`config.mk`:
```
export PLATFORM = sky130hd
export DESIGN_NAME = apb_reg_slave_flat
export DESIGN_NICKNAME = d
export VERILOG_FILES = /design/src/rtl/apb_reg_slave_if.sv /design/src/rtl/apb_reg_slave.sv /design/src/flat_wrapper.sv
export SDC_FILE = /design/constraint.sdc
export NUM_CORES = 1
export LEC_CHECK = 0
export CORE_UTILIZATION = 40
export CTS_CLUSTER_DIAMETER = 40
export CTS_CLUSTER_SIZE = 20
export DETAILED_ROUTE_END_ITERATION = 10
export PLACE_DENSITY_LB_ADDON = 0.15
export SLEW_MARGIN = 40
export SYNTH_ARGS = -nofsm -noshare
export SYNTH_HDL_FRONTEND = slang
export SYNTH_SLANG_ARGS = --single-unit
```
`constraint.sdc`:
```
create_clock -name HCLK -period 2.7 [get_ports HCLK]
set_input_delay 0.675 -clock HCLK [delete_from_list [all_inputs] [get_ports HCLK]]
set_output_delay 0.675 -clock HCLK [all_outputs]
set_load 0.02 [all_outputs]
```
`src/rtl/apb_reg_slave_if.sv`:
```
// APB bus bundle between the bridge (master) and one register slave.
// dbg_state mirrors the slave FSM state so checkers can bind to it.
interface apb_reg_slave_if;
    logic        PSEL;
    logic        PENABLE;
    logic        PWRITE;
    logic [31:0] PADDR;
    logic [31:0] PWDATA;
    logic [31:0] PRDATA;
    logic        PREADY;
    logic        PSLVERR;
    logic [1:0]  dbg_state;

    modport master (
        output PSEL, PENABLE, PWRITE, PADDR, PWDATA,
        input  PRDATA, PREADY, PSLVERR, dbg_state
    );

    modport slave (
        input  PSEL, PENABLE, PWRITE, PADDR, PWDATA,
        output PRDATA, PREADY, PSLVERR, dbg_state
    );
endinterface

```
`src/rtl/apb_reg_slave.sv`:
```
// APB register-bank slave with programmable wait states and address/ID decode.
// Handshake: a transfer completes only in the single cycle PREADY=1; PRDATA/PSLVERR are meaningful only then.
module apb_reg_slave #(
    parameter int          NUM_REGS    = 16,
    parameter int          ADDR_BITS   = 6,
    parameter logic [31:0] BASE_ADDR   = 32'h8000_0000,
    parameter int          WAIT_STATES = 1,
    parameter logic [31:0] ID_VALUE    = 32'hA9B0_0001
) (
    input logic             HCLK,
    input logic             HRESETn,
    apb_reg_slave_if.slave  apb
);
    localparam int IW = ADDR_BITS - 2;

    typedef enum logic [1:0] {
        S_IDLE  = 2'd0,
        S_SETUP = 2'd1,
        S_WAIT  = 2'd2,
        S_DONE  = 2'd3
    } state_t;

    function automatic logic [2**IW-1:0] f_valid_mask();
        logic [2**IW-1:0] v;
        for (int i = 0; i < 2**IW; i++) v[i] = (i < NUM_REGS);
        return v;
    endfunction

    localparam logic [2**IW-1:0] IDX_VALID = f_valid_mask();

    function automatic logic f_err(input logic [31:0] addr, input logic wr);
        logic [IW-1:0] idx;
        idx = addr[ADDR_BITS-1:2];
        return (addr[1:0] != 2'b00) ||
               (addr[31:ADDR_BITS] != BASE_ADDR[31:ADDR_BITS]) ||
               !IDX_VALID[idx] ||
               (wr && (idx == '0));
    endfunction

    state_t        r_state, w_next;
    logic [3:0]    r_cnt, w_cnt_next;
    logic [31:0]   r_addr, r_wdata;
    logic          r_write;
    logic [31:0]   r_regs [NUM_REGS];
    logic [31:0]   r_prdata;
    logic          r_pready, r_pslverr;

    logic          w_capture, w_write, w_err, w_commit;
    logic [31:0]   w_addr, w_rd_val;
    logic [IW-1:0] w_idx, w_cur_idx;

    // A setup phase is accepted from IDLE or overlapped with the DONE cycle.
    assign w_capture = apb.PSEL && !apb.PENABLE && (r_state == S_IDLE || r_state == S_DONE);
    assign w_addr    = w_capture ? apb.PADDR  : r_addr;
    assign w_write   = w_capture ? apb.PWRITE : r_write;
    assign w_idx     = w_addr[ADDR_BITS-1:2];
    assign w_cur_idx = r_addr[ADDR_BITS-1:2];
    assign w_err     = f_err(w_addr, w_write);
    assign w_commit  = (r_state == S_DONE) && apb.PSEL && r_write && !f_err(r_addr, r_write);

    always_comb begin
        w_rd_val = r_regs[w_idx];
        if (w_idx == '0)
            w_rd_val = ID_VALUE;
        else if (w_commit && (w_cur_idx == w_idx))
            w_rd_val = r_wdata;
    end

    always_comb begin
        w_next     = r_state;
        w_cnt_next = r_cnt;
        case (r_state)
            S_IDLE, S_DONE: begin
                w_next     = S_IDLE;
                w_cnt_next = 4'd0;
                if (w_capture) begin
                    w_next     = (WAIT_STATES == 0) ? S_DONE : S_SETUP;
                    w_cnt_next = 4'(WAIT_STATES);
                end
            end
            S_SETUP, S_WAIT: begin
                if (apb.PSEL && apb.PENABLE) begin
                    if (r_cnt <= 4'd1) begin
                        w_next     = S_DONE;
                        w_cnt_next = 4'd0;
                    end else begin
                        w_next     = S_WAIT;
                        w_cnt_next = r_cnt - 4'd1;
                    end
                end else begin
                    w_next     = S_IDLE;
                    w_cnt_next = 4'd0;
                end
            end
            default: begin
                w_next     = S_IDLE;
                w_cnt_next = 4'd0;
            end
        endcase
    end

    // Outputs are registered from the next state so PREADY lands in the right access cycle.
    always_ff @(posedge HCLK or negedge HRESETn) begin
        if (!HRESETn) begin
            r_state   <= S_IDLE;
            r_cnt     <= 4'd0;
            r_addr    <= '0;
            r_wdata   <= '0;
            r_write   <= 1'b0;
            r_prdata  <= '0;
            r_pready  <= 1'b0;
            r_pslverr <= 1'b0;
            for (int i = 0; i < NUM_REGS; i++) r_regs[i] <= '0;
        end else begin
            r_state   <= w_next;
            r_cnt     <= w_cnt_next;
            if (w_capture) begin
                r_addr  <= apb.PADDR;
                r_write <= apb.PWRITE;
                r_wdata <= apb.PWDATA;
            end
            if (w_commit) r_regs[w_cur_idx] <= r_wdata;
            r_pready  <= (w_next == S_DONE);
            r_pslverr <= (w_next == S_DONE) && w_err;
            r_prdata  <= ((w_next == S_DONE) && !w_err && !w_write) ? w_rd_val : 32'd0;
        end
    end

    assign apb.PRDATA    = r_prdata;
    assign apb.PREADY    = r_pready;
    assign apb.PSLVERR   = r_pslverr;
    assign apb.dbg_state = r_state;
endmodule

```
`src/flat_wrapper.sv`:
```
// flat-port wrapper written by rule: the top's interface ports become plain ports
module apb_reg_slave_flat 
#(
    parameter int          NUM_REGS    = 16,
    parameter int          ADDR_BITS   = 6,
    parameter logic [31:0] BASE_ADDR   = 32'h8000_0000,
    parameter int          WAIT_STATES = 1,
    parameter logic [31:0] ID_VALUE    = 32'hA9B0_0001
)
  (HCLK, HRESETn, apb_PSEL, apb_PENABLE, apb_PWRITE, apb_PADDR, apb_PWDATA, apb_PRDATA, apb_PREADY, apb_PSLVERR, apb_dbg_state);
  apb_reg_slave_if apb_i ();
  input logic HCLK;
  input logic HRESETn;
  input wire logic [$bits(apb_i.PSEL)-1:0] apb_PSEL;
  input wire logic [$bits(apb_i.PENABLE)-1:0] apb_PENABLE;
  input wire logic [$bits(apb_i.PWRITE)-1:0] apb_PWRITE;
  input wire logic [$bits(apb_i.PADDR)-1:0] apb_PADDR;
  input wire logic [$bits(apb_i.PWDATA)-1:0] apb_PWDATA;
  output wire logic [$bits(apb_i.PRDATA)-1:0] apb_PRDATA;
  output wire logic [$bits(apb_i.PREADY)-1:0] apb_PREADY;
  output wire logic [$bits(apb_i.PSLVERR)-1:0] apb_PSLVERR;
  output wire logic [$bits(apb_i.dbg_state)-1:0] apb_dbg_state;
  assign apb_i.PSEL = apb_PSEL;
  assign apb_i.PENABLE = apb_PENABLE;
  assign apb_i.PWRITE = apb_PWRITE;
  assign apb_i.PADDR = apb_PADDR;
  assign apb_i.PWDATA = apb_PWDATA;
  assign apb_PRDATA = apb_i.PRDATA;
  assign apb_PREADY = apb_i.PREADY;
  assign apb_PSLVERR = apb_i.PSLVERR;
  assign apb_dbg_state = apb_i.dbg_state;
  apb_reg_slave #(.NUM_REGS(NUM_REGS), .ADDR_BITS(ADDR_BITS), .BASE_ADDR(BASE_ADDR), .WAIT_STATES(WAIT_STATES), .ID_VALUE(ID_VALUE)) u_core (.HCLK(HCLK), .HRESETn(HRESETn), .apb(apb_i));
endmodule
```
[Word level (Yosys, flattened, before mapping)]
Memories as Yosys holds them, arrays and structs flattened.
Cells that the tools add are included.
Widths: inputs -> output; s select.
Word-level totals
  output and inout port bits: 36
  register bits: 617
  input bits: 69
  memories: 2
  ROM bits: 32
Cells by class
  equality and inequality tests: 7
  bitwise logic cells: 2
  multiplexer cells: 21
  $lt $le $gt $ge: 6
  add/sub/neg operators: 1
  reductions and logical operators: 33
Memory list
  (name not given): depth 16, bits a word 1, rd ports 1, clocked after memory_dff 0, write ports 0, RTL line apb_reg_slave.sv:36  | !IDX_VALID[idx] ||
  (name not given): depth 16, bits a word 1, rd ports 1, clocked after memory_dff 0, write ports 0, RTL line apb_reg_slave.sv:36
Operators by type and width (number)
  $bwmux 512: 1
  $mux 32: 7
  $bmux 32 s4: 1
  $demux 32 s4: 1
  $ne 26x26->1 const B: 2
  $logic_and 1x1->1: 13
  $ge 5x5->1 const B: 2
  $lt 4x5->1 const B: 2
  $not 4->5: 2
  $logic_not 4->1: 2
  $mux 4: 2
  $pmux 4 s2: 1
  $logic_or 1x1->1: 7
  $eq 2x2->1 const B: 3
  $logic_not 1->1: 6
  $mux 1: 6
  $lt 5x1->1 const B: 1
  $eq 4x4->1: 1
  $le 4x1->1 const B: 1
  $pmux 2 s2: 1
  $reduce_bool 2->1: 2
  $reduce_or 2->1: 2
  $sub 4x1->4 const B: 1
  $eq 2x1->1 const B: 1
  other kinds (2): 2

[Longest topological paths before layout]
Gate-level depths: netlist (run 1).
  depth in word-level cells: 13
  gate-level depth with buffers: 12
  mapped depth without buffers: 8

[Worst setup path before layout (run 1)]
No wires, ideal clock.
  kind: flip-flop to flip-flop
  start: reg u_core.r_state[0], in the netlist u_core.apb.dbg_state[0]
  end: reg u_core.r_prdata[10], in the netlist u_core.apb.PRDATA[10]
  path slack: -152 ps
  stages on the path, launching flop included: 12
  arrival: 2711 ps
  library setup time: 141 ps
  buffers on the path: 3
  data required time: 2559 ps
  cells stage by stage: dfrtp_1 > ha_1 > or3b_4 > buf_6 > mux2i_4 > inv_2 > buf_2 > buf_2 > mux2i_1 > o22ai_1 > a311oi_1 > a31oi_1
Between the ends
  longest elaborated chain between the ends: 13
  elaborated cells on any way between the ends: 39
  classes of those cells: eq/ne (6); mux (11); bitwise (1); reduce/logical (20); memory (1)
Ends and longest elaborated chain
  start, declared: RTL line apb_reg_slave.sv:40  | state_t r_state, w_next;
  start signal, assigned: RTL line apb_reg_slave.sv:115  | r_state <= w_next;
  $eq 2x2->1 or $logic_not 2->1 (tied branches): RTL line apb_reg_slave.sv:53, apb_reg_slave.sv:59, apb_reg_slave.sv:72
  $logic_or 1x1->1: RTL line apb_reg_slave.sv:53  | assign w_capture = apb.PSEL && !apb.PENABLE && (r_state == S_IDLE || r_state == S_DONE);
  $logic_and 1x1->1: RTL line apb_reg_slave.sv:53
  $mux 32
  $mem_v2 16x1
  $mux 1 (not written as such): RTL line apb_reg_slave.sv:36
  $logic_not 1->1: RTL line apb_reg_slave.sv:36
  $logic_or 1x1->1: RTL line apb_reg_slave.sv:35  | (addr[31:ADDR_BITS] != BASE_ADDR[31:ADDR_BITS]) ||
  $logic_or 1x1->1: RTL line apb_reg_slave.sv:36
  $logic_not 1->1: RTL line apb_reg_slave.sv:125  | r_prdata <= ((w_next == S_DONE) && !w_err && !w_write) ? w_rd_val : 32'd0;
  $logic_and 1x1->1 (2 in a row): RTL line apb_reg_slave.sv:125
  $mux 32 *: RTL line apb_reg_slave.sv:125
  end signal, assigned: RTL line apb_reg_slave.sv:125
  end, declared: RTL line apb_reg_slave.sv:45  | logic [31:0] r_prdata;
Mark *: on every way between the ends. The rest lies on a longest branch, timed or not. The select of a mux whose other input is x is not followed.
A chain may end at the register's enable or synchronous reset.

[Worst setup path in the final report (run 1)]
  start: reg u_core.r_state[0], in the netlist u_core.apb.dbg_state[0]
  end: reg u_core.r_prdata[11], in the netlist u_core.apb.PRDATA[11]
The elaborated chain is that of the path after synthesis.

==> key figures, run 1 <==
Detailed routing
  – DRC Markers: 0
  – Initial drt markers: approximately 1200
  – Final ANT Viol Nets: 0
  – DR vias/cell: approximately 5.4
  – Post-DR wirelength/cell: approximately 23 µm
  – Via count: 18795
  – WL final: roughly 80000 µm
  – First-pass DRT Iterations: 6

Yosys
  – Main synth FF type: dfrtp_1
  – Synth top area cells: dfrtp_1 57%, mux2_2 20%, nand2_1 6.3%
  – Sequential fraction of the synthesis area: about 57%
  – Synth cell types: 51
  – Top-count cell post-synth: dfrtp_1
  – Syn_nets: approximately 2400
  – Synth Instances: about 2300
  – Async S/R FF share, synth: 100.0%
  – Yosys reg bits: around 620
  – Number of synthesized flops with an enable pin: 0
  – Syn avg cell area: 11.83 µm²
  – Mapped Area: 27140 µm²
  – Synth area leader: dfrtp_1
  – Syn. warnings: 0
  – Post-synth top cells: 615 x dfrtp_1, 489 x mux2_2, 457 x nand2_1
  – Synth top area share: approximately 57%

Clock network
  – Clk_lat worst skew: 0.66 ns
  – CTS max path bufs: 3
  – CTS tree: done
  – Num CTS Buffers: between 100 and 150
  – Clk sinks: between 600 and 700
  – H-tree depth: 3
  – Root Driver: clkbuf_16
  – Worst-path clk slew: ~0.06 ns

Worst setup path
  – Worst-path maximum fanout: 39
  – Worst Setup End Kind: register
  – WP data arrival: around 3.3 ns
  – Worst Path Required: between 3 and 4 ns
  – Crit start category: register
  – Crit path kind: register to register

Min path
  – Hold Path Class: register to register

Cells and area
  – # diodes: 0
  – Share of cells above drive strength 1: a little over a third
  – Area Growth Syn to Fin: 27.96%
  – Nets: ~2600
  – Cell area after layout: around 35000 µm²
  – Final cell utilization of the core: roughly half
  – Layout Cells excl Fill: 3470

Power and ir drop
  – Pwr Total: 27.46 mW
  – Leak pwr: 17.01 nW
  – VDD IR max: 0.0004639 V
  – Cell area power density: between 700 and 800 nW/µm²

Floorplan
  – Starting density of the core: 40.41%
  – I/O pins: between 100 and 150
  – Chip height: 262.5 µm
  – Std-Cell Rows: between 90 and 100
  – DIE AREA: between 60000 and 70000 µm²
  – Die W: 262.5 µm
  – Core Area: between 60000 and 70000 µm²

GRT
  – Largest net degree at the start of global routing: 98
  – First-pass GRT wire length: ~120000 µm
  – Number of global-route vias before repair: between 20000 and 25000
  – Grt ovf: 0
  – GRT Total Usage: roughly a quarter
  – Initial antenna violation count: 0

STA
  – Period utilisation layout: 101.5%
  – RSZ-0062 raised after global routing: yes
  – Setup-failing EPs final: 6
  – Worst-margin pin slew: 0.6564 ns
  – Setup Skew: roughly 0.046 ns
  – Worst setup margin: -0.04111 ns
  – F_max: around 360 MHz
  – Max-slew headroom: a little under three fifths
  – Hold Vio Cnt, Final: 0
  – Max-slew violations: 0
  – Hold WS: between 0.3 and 0.4 ns
  – Minimum clock period after layout: around 2.7 ns

Place
  – Placed cells: about 3300
  – I/O Buffers: between 100 and 150
  – DP HPWL: about 48000 µm
  – Gpl congestion: between 0.8 and 0.9
  – Post-DP Area: roughly 30000 µm²

Flow run
  – Max cap viols: 0

Run status
  – Status: finished with violations
  – Failing checks: negative setup slack
[state kept, by name, summed over array words and instances, names as in the netlist]
register / cells
u_core.r_cnt: 4
u_core.apb.PRDATA: 32
u_core.r_addr: 32
u_core.apb.PREADY: 1
u_core.apb.dbg_state: 2
u_core.r_wdata: 32
u_core.r_regs: 510
u_core.apb.PSLVERR: 1
u_core.r_write: 1
[area by class of cell]
type | count | area, µm²
Fill cell | 5807 | 32430
Tap cell | 873 | 1092
Clock inverter | 69 | 895.9
Multi-Input combinational cell | 1462 | 11000
Sequential cell | 615 | 15390
Timing Repair inverter | 1 | 11.26
Inverter | 9 | 41.29
Timing Repair Buffer | 316 | 3515
Clock buffer | 125 | 2780
[metrics by stage]
stage                     setup TNS, ns  worst slack [ns]
after floorplan                       0          0.006596
final                           -0.1025          -0.04111
after global placement           -72.72           -0.6170
after global routing             -2.704           -0.1607
after CTS                      -0.08199          -0.01903
after detailed placement         -73.97           -0.6458
[final timing paths]
check / slack [ns] / cells past startpoint / startpoint / endpoint
max: -0.04 / 9 / u_core.apb.dbg_state[0]$_DFF_PN0_ / u_core.apb.PRDATA[11]$_DFF_PN0_
min: 0.37 / 0 / u_core.r_regs[501]$_DFFE_PN0P_ / u_core.r_regs[501]$_DFFE_PN0P_
max reg2reg: -0.04 / 9 / u_core.apb.dbg_state[0]$_DFF_PN0_ / u_core.apb.PRDATA[11]$_DFF_PN0_
min reg2reg: 0.37 / 0 / u_core.r_regs[501]$_DFFE_PN0P_ / u_core.r_regs[501]$_DFFE_PN0P_
max in group asynchronous: 1.25 / 3 / HRESETn / u_core.r_regs[209]$_DFFE_PN0P_
min in group asynchronous: 0.49 / 2 / HRESETn / u_core.r_regs[196]$_DFFE_PN0P_
[kinds of logic after synthesis]
| family | share of synthesized area (%) |
|---|---|
| AND/OR/NAND/NOR | 10.93 |
| XOR/XNOR | 0.1936 |
| adder cells (fa/ha/maj) | 0.1383 |
| flip-flops | 56.71 |
| buffers and inverters | 3.357 |
| AO/OA/AOI/OAI | 3.822 |
| multiplexers | 24.85 |
[layer usage]
| metal | wire length [µm] | up-vias | GRT usage [%] |
|---|---|---|---|
| met5 | 0 | - | 0 |
| li1 | - | 8507 | - |
| met2 | 38870 | 390 | 39.13 |
| met1 | 36070 | 9761 | 31.89 |
| met3 | 3311 | 137 | 3.767 |
| met4 | 2073 | 0 | 7.631 |
[power by group]
part / switching, mW / internal [mW]
Sequential: 0.630 / 9.45
Clock: 4.94 / 8.71
Combinational: 2.25 / 1.47
[repair_timing]
item | 4_1_cts | 5_1_grt
gates resized for setup | 18 | 9
pin swaps | 2 | 3
hold endpoints to repair | 20 | 0
hold buffers | 1 | 0
endpoints found under the setup margin | 59 | 30
setup buffers | 8 | 2
cloned | 3 | 1
[critical path, cell delays in order, from the launching register on]
cell	delay [ns]
dfrtp_2	0.42
ha_4	0.25
or3b_4	0.44
mux2i_4	0.24
inv_8	0.24
buf_16	0.27
mux2i_1	0.27
o22ai_1	0.11
a311oi_1	0.26
a31oi_1	0.11
[placed cells by master, fill, tap and decap left out, types with 5 or more instances in the layout]
cell type	Yosys	final
nand4_1	6	6
clkbuf_16	0	104
o22ai_1	56	56
clkbuf_8	0	12
nor4_1	19	18
nand3_1	167	156
inv_1	7	7
a311oi_1	23	22
inv_8	0	5
dfrtp_1	615	614
clkinv_4	0	10
nand3_2	0	11
nor2_1	9	9
bufinv_16	0	13
buf_4	1	141
buf_12	0	56
inv_6	0	11
a21oi_1	15	14
clkdlybuf4s50_1	0	103
buf_6	3	7
nand2_1	457	455
mux2i_1	119	118
clkinvlp_4	0	14
clkinv_2	0	12
mux2_2	489	487
nor2b_1	8	8
a31oi_1	32	31
clkbuf_1	138	10
Note: power is estimated with default switching activity, not from simulation.
==> run 2: changes to the inputs <==
MAX_ROUTING_LAYER = met4   (was unset)
clock period = 3 ns   (was 2.7 ns; I/O delays follow)
==> key figures, run 2 (synthesized netlist as in run 1, its figures left out) <==
Floorplan
  – DIE AREA: 68890 µm² (unchanged)
  – I/O pins: 105 (unchanged)
  – Die W: 262.5 µm (unchanged)
  – Std-Cell Rows: 95 (unchanged)
  – Chip height: 262.5 µm (unchanged)
  – Starting density of the core: 40.41% (unchanged)
  – Core Area: 67160 µm² (unchanged)

STA
  – RSZ-0062 raised after global routing: no
  – Minimum clock period after layout: 2.859 ns (+0.1182 ns)
  – Max-slew headroom: 56.86% (+0.63 points)
  – Setup-failing EPs final: 0 (-6)
  – Hold WS: 0.3735 ns (-0.001335 ns)
  – Max-slew violations: 0 (unchanged)
  – Setup Skew: 0.02612 ns (-0.01994 ns)
  – Hold Vio Cnt, Final: 0 (unchanged)
  – Worst-margin pin slew: 0.6470 ns (-0.009400 ns)
  – Period utilisation layout: 95.31% (-6.2 points)
  – F_max: 349.7 MHz (-4.1%)

GRT
  – Largest net degree at the start of global routing: 75 (-23%)
  – Grt ovf: 0 (unchanged)
  – First-pass GRT wire length: 122500 µm (-1.5%)
  – Number of global-route vias before repair: 19854 (-0.86%)
  – Initial antenna violation count: 1 (+1)
  – GRT Total Usage: 24.11% (+0.43 points)

Clock network
  – Clk sinks: 615 (unchanged)
  – Root Driver: clkbuf_16
  – CTS tree: done
  – H-tree depth: 3 (unchanged)
  – Worst-path clk slew: 0.05 ns (about the same)
  – CTS max path bufs: 3 (unchanged)
  – Num CTS Buffers: 94 (-8.7%)
  – Clk_lat worst skew: 0.65 ns (about the same)
  – Post-CTS Setup Bufs: 0 (-8)

Cells and area
  – Max FFs per register: 510 (unchanged)
  – Share of cells above drive strength 1: 34.13% (-1.3 points)
  – Nets: 2555 (-0.97%)
  – Commonest non-fill, non-tap cells in the layout: 615 x dfrtp_1, 489 x mux2_2, 457 x nand2_1
  – Cell area after layout: 33980 µm² (-2.1%)
  – Most flops, register: u_core.r_regs
  – Most common cell after layout, fill and taps aside: dfrtp_1
  – Fillers: 5868 (+1.1%)
  – Area Growth Syn to Fin: 25.22%

Run status
  – Failing checks: design-rule violations
  – Status: finished with violations

Worst setup path
  – Crit path kind: register to register
  – Worst path max stage delay: 0.49 ns (+0.05 ns)
  – R2r setup slk: 0.14 ns (+0.18 ns)
  – Crit Reg-Reg Endpoint: u_core.apb.PRDATA[26]$_DFF_PN0_
  – Worst-path maximum fanout: 24 (-38%)
  – Crit start category: register
  – WP data arrival: 3.36 ns (+0.09 ns)
  – Bufs and invs on worst path: 2 (unchanged)
  – CP delay by family, top: compound AO/OA/AOI/OAI gates
  – R2R depth: 9 (unchanged)
  – Reg2Reg Launch Point: u_core.apb.dbg_state[0]$_DFF_PN0_
  – Worst Setup End Kind: register
  – Slowest CP cell: or3b_4
  – Crit-path cells: ha_1 > or3b_4 > mux2i_4 > inv_8 > buf_12 > mux2i_1 > o22ai_1 > a311oi_1 > a31oi_1
  – Worst Path Required: 3.50 ns (+0.28 ns)

Min path
  – Min-delay src: u_core.r_regs[498]$_DFFE_PN0P_
  – WHS Path Cells: 0 (unchanged)
  – Hold Path Class: register to register
  – Hold Crit Endpoint: u_core.r_regs[498]$_DFFE_PN0P_

Power and ir drop
  – VDD IR max: 0.0004638 V (about the same)
  – Leak pwr: 16.69 nW (-1.9%)
  – Cell area power density: 685.0 nW/µm² (-13%)

Place
  – Post-DP Area: 30730 µm² (about the same)
  – I/O Buffers: 104 (unchanged)
  – Gpl congestion: 0.8139 (+0.14%)
  – DP HPWL: 49490 µm (+3.2%)

Detailed routing
  – Initial drt markers: 1233 (+5.4%)
  – Final ANT Viol Nets: 0 (unchanged)
  – Via count: 18639 (-0.83%)
  – DRC Markers: 2 (+2)
  – DR vias/cell: 5.426 (+0.18%)
  – Post-DR wirelength/cell: 23.12 µm (-0.12%)
  – First-pass DRT Iterations: 10 (+4)
  – WL final: 79420 µm (-1.1%)

Flow run
  – Max cap viols: 0 (unchanged)
run 2: cell count changes in the layout (fill, tap and decap cells not counted), moves of 5 or more:
cell	previous run	this run
clkinv_4	10	5
buf_6	7	1
buf_4	141	135
clkinv_2	12	20
clkbuf_16	104	95
clkinvlp_4	14	8
run 2: final cells by class:
type | instances | area (µm²) | share of cell area (%)
multi-input combinational | 1462 | 10940 | 32.19
clock buffer | 114 | 2539 | 7.471
inverter | 9 | 41.29 | 0.1215
timing repair buffer | 301 | 3282 | 9.658
sequential | 615 | 15390 | 45.29
clock inverter | 60 | 695.7 | 2.047
antenna | 1 | 2.502 | 0.007364
tap | 873 | 1092 | 3.215
run 2: through the flow:
stage	utilization (%)	power, mW	setup WS (ns)	std cells	setup TNS [ns]
2_1_floorplan	-	10.51	0.1479	2294	0
3_3_place_gp	45.75	12.29	-0.2923	3259	-10.30
3_5_place_dp	45.76	12.33	-0.3359	3259	-11.46
4_1_cts	50.59	23.53	0.09539	3434	0
5_1_grt	50.60	24.17	0.01055	3435	0
6_report	50.60	23.28	0.1407	3435	0
run 2: what timing repair did:
action | in CTS | in global routing
endpoints found under the hold margin | 25 | 0
hold buffers | 1 | 0
endpoints found under the setup margin | 0 | 1
gates resized for setup | 0 | 1
run 2: where the power goes:
| group | switching, mW | leakage (nW) | total [mW] | internal, mW |
|---|---|---|---|---|
| Clock | 4.12 | 1.58 | 11.1 | 6.96 |
| Sequential | 0.554 | 8.49 | 9.06 | 8.51 |
| Combinational | 1.96 | 6.61 | 3.13 | 1.17 |
run 2: layer usage:
metal | global-route usage, % | part of all wire [%] | up-vias
li1 | - | - | 8445
met2 | 38.29 | 48 | 364
met4 | 7.806 | 2.7 | 0
met1 | 31.66 | 45 | 9683
met5 | - | 0 | -
met3 | 3.795 | 4.1 | 147
run 2: worst max path at each step:
stage / startpoint / end / slack [ns] / depth (start not counted)
after floorplan: u_core.apb.dbg_state[0]$_DFF_PN0_ / u_core.apb.PRDATA[10]$_DFF_PN0_ / 0.15 / 11
after global placement: apb_PSEL / u_core.apb.PRDATA[24]$_DFF_PN0_ / -0.29 / 11
after detailed placement: apb_PSEL / u_core.apb.PRDATA[29]$_DFF_PN0_ / -0.34 / 11
after CTS: u_core.apb.dbg_state[0]$_DFF_PN0_ / u_core.apb.PRDATA[29]$_DFF_PN0_ / 0.1 / 11
after global routing: u_core.apb.dbg_state[1]$_DFF_PN0_ / u_core.apb.PRDATA[21]$_DFF_PN0_ / 0.01 / 9
final: u_core.apb.dbg_state[0]$_DFF_PN0_ / u_core.apb.PRDATA[26]$_DFF_PN0_ / 0.14 / 9
